## config.mk

```make
export PLATFORM = sky130hd
export DESIGN_NAME = mux_reg_dest
export DESIGN_NICKNAME = d
export VERILOG_FILES = /design/src/rtl/mux_reg_dest.sv
export SDC_FILE = /design/constraint.sdc
export NUM_CORES = 1
export LEC_CHECK = 0
export ABC_AREA = 0
export BUFFER_PORTS_ARGS = -buffer_cell sky130_fd_sc_hd__buf_2
export CAP_MARGIN = 10
export CORE_MARGIN = 2
export CORE_UTILIZATION = 43
export DETAILED_ROUTE_END_ITERATION = 8
export MAX_ROUTING_LAYER = met4
export PLACE_DENSITY = 0.81
export SLEW_MARGIN = 20
export SYNTH_ARGS = -nofsm -noshare
export SYNTH_HDL_FRONTEND = slang
export SYNTH_SLANG_ARGS = --single-unit
```

## constraint.sdc

```tcl
create_clock -name clk -period 2.5 [get_ports clk]
set_input_delay 0.125 -clock clk [delete_from_list [all_inputs] [get_ports clk]]
set_output_delay 0.125 -clock clk [all_outputs]
set_load 0.02 [all_outputs]
```

## src/rtl/mux_reg_dest.sv

```systemverilog
// Execute-stage destination-register selector with EX/MEM and MEM/WB
// destination tracking and per-stage source-match flags for hazard logic.

module mux_reg_dest_hit #(
  parameter int unsigned AW     = 5,
  parameter int unsigned STAGES = 2
) (
  input  logic [AW-1:0]             src,
  input  logic [STAGES-1:0][AW-1:0] dst,
  input  logic [STAGES-1:0]         wen,
  output logic [STAGES-1:0]         hit
);
  // r0 is hardwired zero, so a zero source never needs forwarding
  always_comb begin
    hit = '0;
    for (int s = 0; s < STAGES; s++)
      hit[s] = wen[s] & (dst[s] == src) & (src != '0);
  end
endmodule

module mux_reg_dest #(
  parameter int unsigned AW       = 5,
  parameter int unsigned LINK_REG = 31
) (
  input  logic          clk,
  input  logic          rst_n,
  input  logic [AW-1:0] rt,
  input  logic [AW-1:0] rd,
  input  logic          reg_dest,
  input  logic          link,
  input  logic          reg_write,
  input  logic          stall,
  input  logic          flush,
  input  logic [AW-1:0] rs_src,
  input  logic [AW-1:0] rt_src,
  output logic [AW-1:0] rw,
  output logic          wr_en,
  output logic [AW-1:0] rw_mem,
  output logic          wr_en_mem,
  output logic [AW-1:0] rw_wb,
  output logic          wr_en_wb,
  output logic [1:0]    hit_rs,
  output logic [1:0]    hit_rt
);
  localparam int unsigned NSRC   = 2;
  localparam int unsigned STAGES = 2;

  typedef struct packed {
    logic [AW-1:0] rw;
    logic          en;
  } dst_t;

  dst_t mem_q, mem_d, wb_q, wb_d;
  dst_t ex;

  assign rw    = link ? AW'(LINK_REG) : (reg_dest ? rd : rt);
  assign wr_en = reg_write & (rw != '0);
  assign ex    = '{rw: rw, en: wr_en};

  // flush beats stall in EX/MEM; WB bubbles only on a pure stall,
  // so a flushed cycle still retires the older MEM instruction
  always_comb begin
    mem_d = mem_q;
    if (flush)       mem_d = '0;
    else if (!stall) mem_d = ex;
    wb_d = (stall && !flush) ? dst_t'('0) : mem_q;
  end

  always_ff @(posedge clk or negedge rst_n) begin
    if (!rst_n) begin
      mem_q <= '0;
      wb_q  <= '0;
    end else begin
      mem_q <= mem_d;
      wb_q  <= wb_d;
    end
  end

  assign rw_mem    = mem_q.rw;
  assign wr_en_mem = mem_q.en;
  assign rw_wb     = wb_q.rw;
  assign wr_en_wb  = wb_q.en;

  // stage index 1 = MEM, 0 = WB; source index 0 = rs, 1 = rt
  logic [NSRC-1:0][AW-1:0]     src;
  logic [STAGES-1:0][AW-1:0]   dst;
  logic [STAGES-1:0]           wen;
  logic [NSRC-1:0][STAGES-1:0] hit;

  assign src = {rt_src, rs_src};
  assign dst = {mem_q.rw, wb_q.rw};
  assign wen = {mem_q.en, wb_q.en};

  for (genvar g = 0; g < NSRC; g++) begin : g_hit
    mux_reg_dest_hit #(.AW(AW), .STAGES(STAGES)) u_hit (
      .src (src[g]),
      .dst (dst),
      .wen (wen),
      .hit (hit[g])
    );
  end

  assign hit_rs = hit[0];
  assign hit_rt = hit[1];
endmodule

```

==> results.md, run 1 <==
- I/O pins: 49
- Area grow syn2layout: 38.2%
- Max_cap viols: 0
- Core area: 1750 sq um
- Hpwl dp: 1680 microns
- Comb pwr share: 29.7%
- DIE WIDTH: 47.4 microns
- Syn Area/Cell: 9.64 sq um
- Status: finished, final reports clean
- Pwr per Cell Area: 471 nW/um^2
- CTS Buffer Depth: 2
- Drt pass-1 iters: 4
- WS Path Type: reg2out
- Die area: 2250 sq um
- Slew Limit Fails: 0
- Setup Viol. Count Final: 0
- Post-DRT Antenna Nets: 0
- Share of cells above drive strength 1: 40.0%
- Setup ws final: 0.929 ns
- Setup crit end kind: output pin
- Gpl congestion: 0.720
- Worst rel slew slack: 82.8%
- Clock power share: 27.7%
- Critical Path Fanout Max: 5
- DRT Wirelength: 1940 microns
- Global-route wire length before repair: 3010 microns
- Critical Path RT: 2.38 ns
- Synth Register Bits: 12
- Hold violation count in the final report: 0
- Post-Synthesis Net Count: 111
- Syn Inst Count: 84
- Final period util: 62.8%
- Initial Util: 46.4%
- Design area: 1120 sq um
- Final #Nets: 163
- Global-route usage over all layers: 19.9%
- R2r setup slk: 1.73 ns
- Achievable Freq: 637 MHz
- Critical path data arrival time: 1.45 ns
- Internal power: 0.366 mW
- Post-cts resize count: 0
- Leakage: 0.561 nW
- Max IR drop VDD: 0.261 mV
- # DRC: 0
- Reg clk slew, reported paths: 0.07 ns
- Grt total ovfl: 0
- Post-CTS Setup Inserts: 0
- Die Y-Extent: 47.4 microns
- Setup TNS: 0 ns
- Unrepaired setup endpoints after global routing: false
- Worst-Skew Late Latency: 0.26 ns
- Via density: 5.11
- Worst Skew: 0.000263 ns
- Buf+Inv Stages, Crit Path: 1
- Placed cell areas: 1070 sq um
- Fill cells: 168
- Largest net degree at the start of global routing: 15
- Vias in the first global route: 725
- TritonCTS clock tree: done
- Critical Path Start Type: flip-flop
- Clock period minus worst slack: 1.57 ns
- Initial DRC count: 11
- Number of diodes: 0
- Switching share of power: 30.5%
- HP Class: in2reg
- Switching power: 0.160 mW
- Distinct cells, synth: 20
- Critical-path top delay cell: dfrtp_1
- Delay-heaviest family, CP: flip-flops
- Clk sinks: 12
- Wirelength per Cell: 12.1 microns
- Clock Root Buffer: clkbuf_4
- Row count: 15
- Synthesized area: 810 sq um
- Synth warn: 0
- CP Cell Sequence: xnor2_1 -> nand4_1 -> nor4_1 -> buf_2
- Initial antenna violation count: 0
- IO buf count: 48
- H-tree depth: 1
- Sequential Power Share: 42.6%
- Total CTS buffers: 3
- Hold_buf cts: 1
- Dpl ws: 1.11 ns
- Slowest stage delay, CP: 0.44 ns
- Detailed-route via count: 818
- Seq/Total Area, Yosys: 37.1%
- Slew @ Worst Pin: 0.256 ns
## layout by cell type (no fill, tap or decap), drive strengths merged, types with 2 or more instances in the layout
cell    count
or4         2
buf        48
a211o       5
dfrtp      12
nand4       4
nor3        2
nor2b       6
mux2i       5
nor4        5
and2        6
nor2        9
clkbuf      4
xor2        6
a21oi       2
xnor2      14
## final timing paths
check,from,end,depth (start not counted)
min in group asynchronous,rst_n,rw_mem[3],2
worst min register to register,wr_en_mem,wr_en_wb,1
worst min-delay path,flush,rw_mem[0],2
max in group asynchronous,rst_n,wr_en_mem,2
worst max-delay path,rw_mem[1],hit_rs[1],4
worst max register to register,rw_mem[1],rw_mem[1],2
## worst reg2reg max path, stage by stage, from the launching register on
cell,delay (ns)
dfrtp_1,0.44
mux2i_1,0.16
nor2_1,0.06
## final cells by class
type / instances / area (sq um) / area share [%]
Sequential cell: 12 / 300 / 26.8
Timing Repair Buffer: 49 / 250 / 22.4
Clock buffer: 4 / 36.3 / 3.24
Inverter: 1 / 3.75 / 0.336
Tap cell: 25 / 31.3 / 2.80
Multi-Input combinational cell: 69 / 497 / 44.4
## through the flow
stage,util [%],power (mW),hold slack [ns],instances
floorplan,-,0.318,-0.171,84
finish,64.1,0.527,0.0945,160
CTS,64.1,0.533,0.0952,160
global placement,61.4,0.379,0.00662,155
global route,64.1,0.562,0.0943,160
detailed placement,61.4,0.384,0.0108,155
## per-layer routing
layer | GRT usage, % | vias up | part of all wire [%]
met1 | 21.6 | 354 | 41
met3 | 3.08 | 6 | 10
met5 | - | - | 0
met2 | 35.4 | 57 | 46
li1 | - | 401 | -
met4 | 8.33 | 0 | 2.0
## synth_stat cells (all sizes together)
master | instances | area, sq um
and2 | 6 | 37.5
a211o | 5 | 43.8
nor3 | 2 | 10.0
nor4 | 5 | 37.5
mux2i | 5 | 50.1
nor2 | 9 | 33.8
nand2b | 1 | 6.26
clkbuf | 1 | 3.75
xor2 | 6 | 52.6
o22ai | 1 | 6.26
nand4 | 4 | 25.0
nor2b | 6 | 37.5
or3b | 1 | 8.76
xnor2 | 14 | 123
a21oi | 2 | 10.0
dfrtp | 12 | 300
buf | 1 | 5.00
or4 | 2 | 15.0
inv | 1 | 3.75
## power groups by stage
stage / combinational, mW / sequential (mW) / clock (mW)
floorplan: 0.0748 / 0.243 / 0
global placement: 0.151 / 0.228 / 0
detailed placement: 0.156 / 0.229 / 0
CTS: 0.157 / 0.225 / 0.151
global route: 0.171 / 0.227 / 0.164
finish: 0.156 / 0.225 / 0.146
## sequential cells by signal, summed over array words and instances (netlist names)
register   count
rw_wb          5
wr_en_wb       1
wr_en_mem      1
rw_mem         5
## kinds of logic after synthesis
family                    count (synthesis)  share of synthesized area (%)
muxes                                     5                           6.18
AOI/OAI and AO/OA                         8                           7.42
DFF                                      12                           37.1
xor gates and xnor gates                 20                           21.6
buffers and inverters                     3                           1.54
and+or+nand+nor                          36                           26.1
(Power assumes the default switching activity.)
==> run 2, diff against run 1 <==
CORE_UTILIZATION = 42   (was 43)
PLACE_DENSITY = 0.79   (was 0.81)
clock period = 1.65 ns   (was 2.5 ns; I/O delays follow)
==> run 2 against run 1 <==
Power up 41%. Sequential power is 52% higher. Routed wire length decreased by 3.8%. Final cell count is 0.63% lower. Flip-flop and latch count is the same. Design area is 1.2% lower. Non-clock buffer count is the same. Critical endpoint unchanged.
==> results.md, run 2 (synthesized netlist as in run 1, its figures left out) <==
- Status: finished, final reports clean (unchanged)
- Worst-Skew Late Latency: 0.26 ns (about the same)
- Worst Skew: 0.000132 ns (was 0.000263 ns)
- Post-Place Cells: 155 (unchanged)
- Post-CTS Setup Inserts: 0 (unchanged)
- DIE WIDTH: 47.9 microns (was 47.4 microns)
- Global-route wire length before repair: 2890 microns (was 3010 microns)
- Max_cap viols: 0 (unchanged)
- Global route hottest layer: met2 (unchanged)
- Internal power: 0.505 mW (was 0.366 mW)
- Total CTS buffers: 3 (unchanged)
- Hpwl dp: 1630 microns (was 1680 microns)
- IO buf count: 48 (unchanged)
- Post-cts resize count: 0 (unchanged)
- Comb pwr share: 31.4% (was 29.7%)
- Clock period minus worst slack: 1.50 ns
- Slew Limit Fails: 0 (unchanged)
- Setup ws final: 0.148 ns (was 0.929 ns)
- Core area: 1760 sq um (was 1750 sq um)
- # DRC: 0 (unchanged)
- Setup Viol. Count Final: 0 (unchanged)
- Clk sinks: 12 (unchanged)
- Switching power: 0.235 mW (was 0.160 mW)
- Area grow syn2layout: 36.5% (was 38.2%)
- Leakage: 0.554 nW (was 0.561 nW)
- Share of cells above drive strength 1: 39.6% (was 40.0%)
- H-tree depth: 1 (unchanged)
- Die area: 2290 sq um (was 2250 sq um)
- Setup crit end kind: output pin (unchanged)
- Hold violation count in the final report: 0 (unchanged)
- Post-DRT Antenna Nets: 0 (unchanged)
- Sequential Power Share: 46.0% (was 42.6%)
- Drt pass-1 iters: 2 (was 4)
- Die Y-Extent: 47.9 microns (was 47.4 microns)
- Grt total ovfl: 0 (unchanged)
- I/O pins: 49 (unchanged)
- Dpl ws: 0.357 ns (was 1.11 ns)
- DRT Wirelength: 1870 microns (was 1940 microns)
- Max IR drop VDD: 0.337 mV (was 0.261 mV)
- Most frequent cells in the layout: buf_2 (48), xnor2_1 (14), dfrtp_1 (12), nor2_1 (9) (unchanged)
- Largest net degree at the start of global routing: 15 (unchanged)
- HP Class: in2reg (unchanged)
- Vias in the first global route: 744 (was 725)
- Critical Path Fanout Max: 5 (unchanged)
- Global-route usage over all layers: 19.2% (was 19.9%)
- Initial Util: 45.9% (was 46.4%)
- Critical Path RT: 1.57 ns (was 2.38 ns)
- Pwr per Cell Area: 670 nW/um^2 (was 471 nW/um^2)
- Met1 Use GR: 19.3% (was 21.6%)
- Reg clk slew, reported paths: 0.07 ns (about the same)
- Gpl congestion: 0.753 (was 0.720)
- Clock power share: 22.6% (was 27.7%)
- Row count: 15 (unchanged)
- TritonCTS clock tree: done (unchanged)
- Detailed-route via count: 803 (was 818)
- Worst rel slew slack: 82.7% (was 82.8%)
- Wirelength per Cell: 11.8 microns (was 12.1 microns)
- Critical Path Start Type: flip-flop (unchanged)
- Critical path data arrival time: 1.42 ns (was 1.45 ns)
- CTS Buffer Depth: 2 (unchanged)
- Initial antenna violation count: 0 (unchanged)
- Fin cells: 159 (was 160)
- Slew @ Worst Pin: 0.257 ns (was 0.256 ns)
- GR Util met3: 2.26% (was 3.08%)
- Switching share of power: 31.8% (was 30.5%)
- Clock Root Buffer: clkbuf_4 (unchanged)
- Commonest non-fill, non-tap cell in the layout: buf_2 (unchanged)
- Final #Nets: 163 (unchanged)
- WS Path Type: reg2out (unchanged)
- Setup TNS: 0 ns (unchanged)
- Number of diodes: 0 (unchanged)
- GR Util met2: 34.9% (was 35.4%)
- Initial DRC count: 5 (was 11)
- Final period util: 91.0%
- Achievable Freq: 666 MHz
- Unrepaired setup endpoints after global routing: false (unchanged)
- Via density: 5.05 (was 5.11)
==> run 2: cell count changes in the layout (fill, tap and decap cells not counted) <==
cell / before / now
clkbuf_8: 1 / 0
==> run 2: worst paths after layout <==
path,startpoint,to,slack [ns],cells past startpoint
max in group asynchronous,rst_n,rw_mem[1],1.22,2
min in group asynchronous,rst_n,rw_wb[4],0.22,2
max reg2reg,rw_mem[2],rw_mem[2],0.87,2
min reg2reg,wr_en_mem,wr_en_wb,0.53,1
min,flush,rw_mem[4],0.05,2
max,rw_mem[0],hit_rs[1],0.15,4
==> run 2: power by group through the flow <==
stage / logic [mW] / clock network (mW) / registers, mW
after global placement: 0.229 / 0 / 0.346
final: 0.233 / 0.167 / 0.341
after detailed placement: 0.233 / 0 / 0.347
after CTS: 0.236 / 0.173 / 0.341
after floorplan: 0.113 / 0 / 0.368
after global routing: 0.256 / 0.191 / 0.345
==> run 2: metrics by stage <==
step	cell area (sq um)	utilization (%)	total power, mW	hold slack [ns]
2_1_floorplan	810	-	0.482	-0.213
3_3_place_gp	1070	60.8	0.575	-0.0360
4_1_cts	1100	62.6	0.751	0.0502
3_5_place_dp	1070	60.8	0.580	-0.0315
6_report	1100	62.6	0.741	0.0545
5_1_grt	1100	62.6	0.792	0.0572
==> run 2: layout make-up <==
class | instances | area (sq um)
multi-input cells | 69 | 497
repair buffers | 49 | 250
inverters | 1 | 3.75
clock buffers | 3 | 22.5
well taps | 25 | 31.3
fillers | 179 | 659
flip-flops and latches | 12 | 300
==> run 2: what timing repair did <==
action,CTS,global route
hold buffers,1,0
setup endpoints to repair,0,0
hold endpoints to repair,12,0
==> run 2: routing by layer <==
metal  share of wire [%]  up-vias  routed length (microns)
li1                    -      402                        -
met1                  44      355                      814
met2                  47       44                      884
met3                 8.0        2                      150
met4                 1.0        0                       19
met5                   0        -                        0
==> run 2: worst max-delay path, stage by stage, from the launching register on <==
cell and delay (ns):
dfrtp_1 0.44, xnor2_1 0.21, nand4_1 0.10, nor4_1 0.20
buf_2 0.22
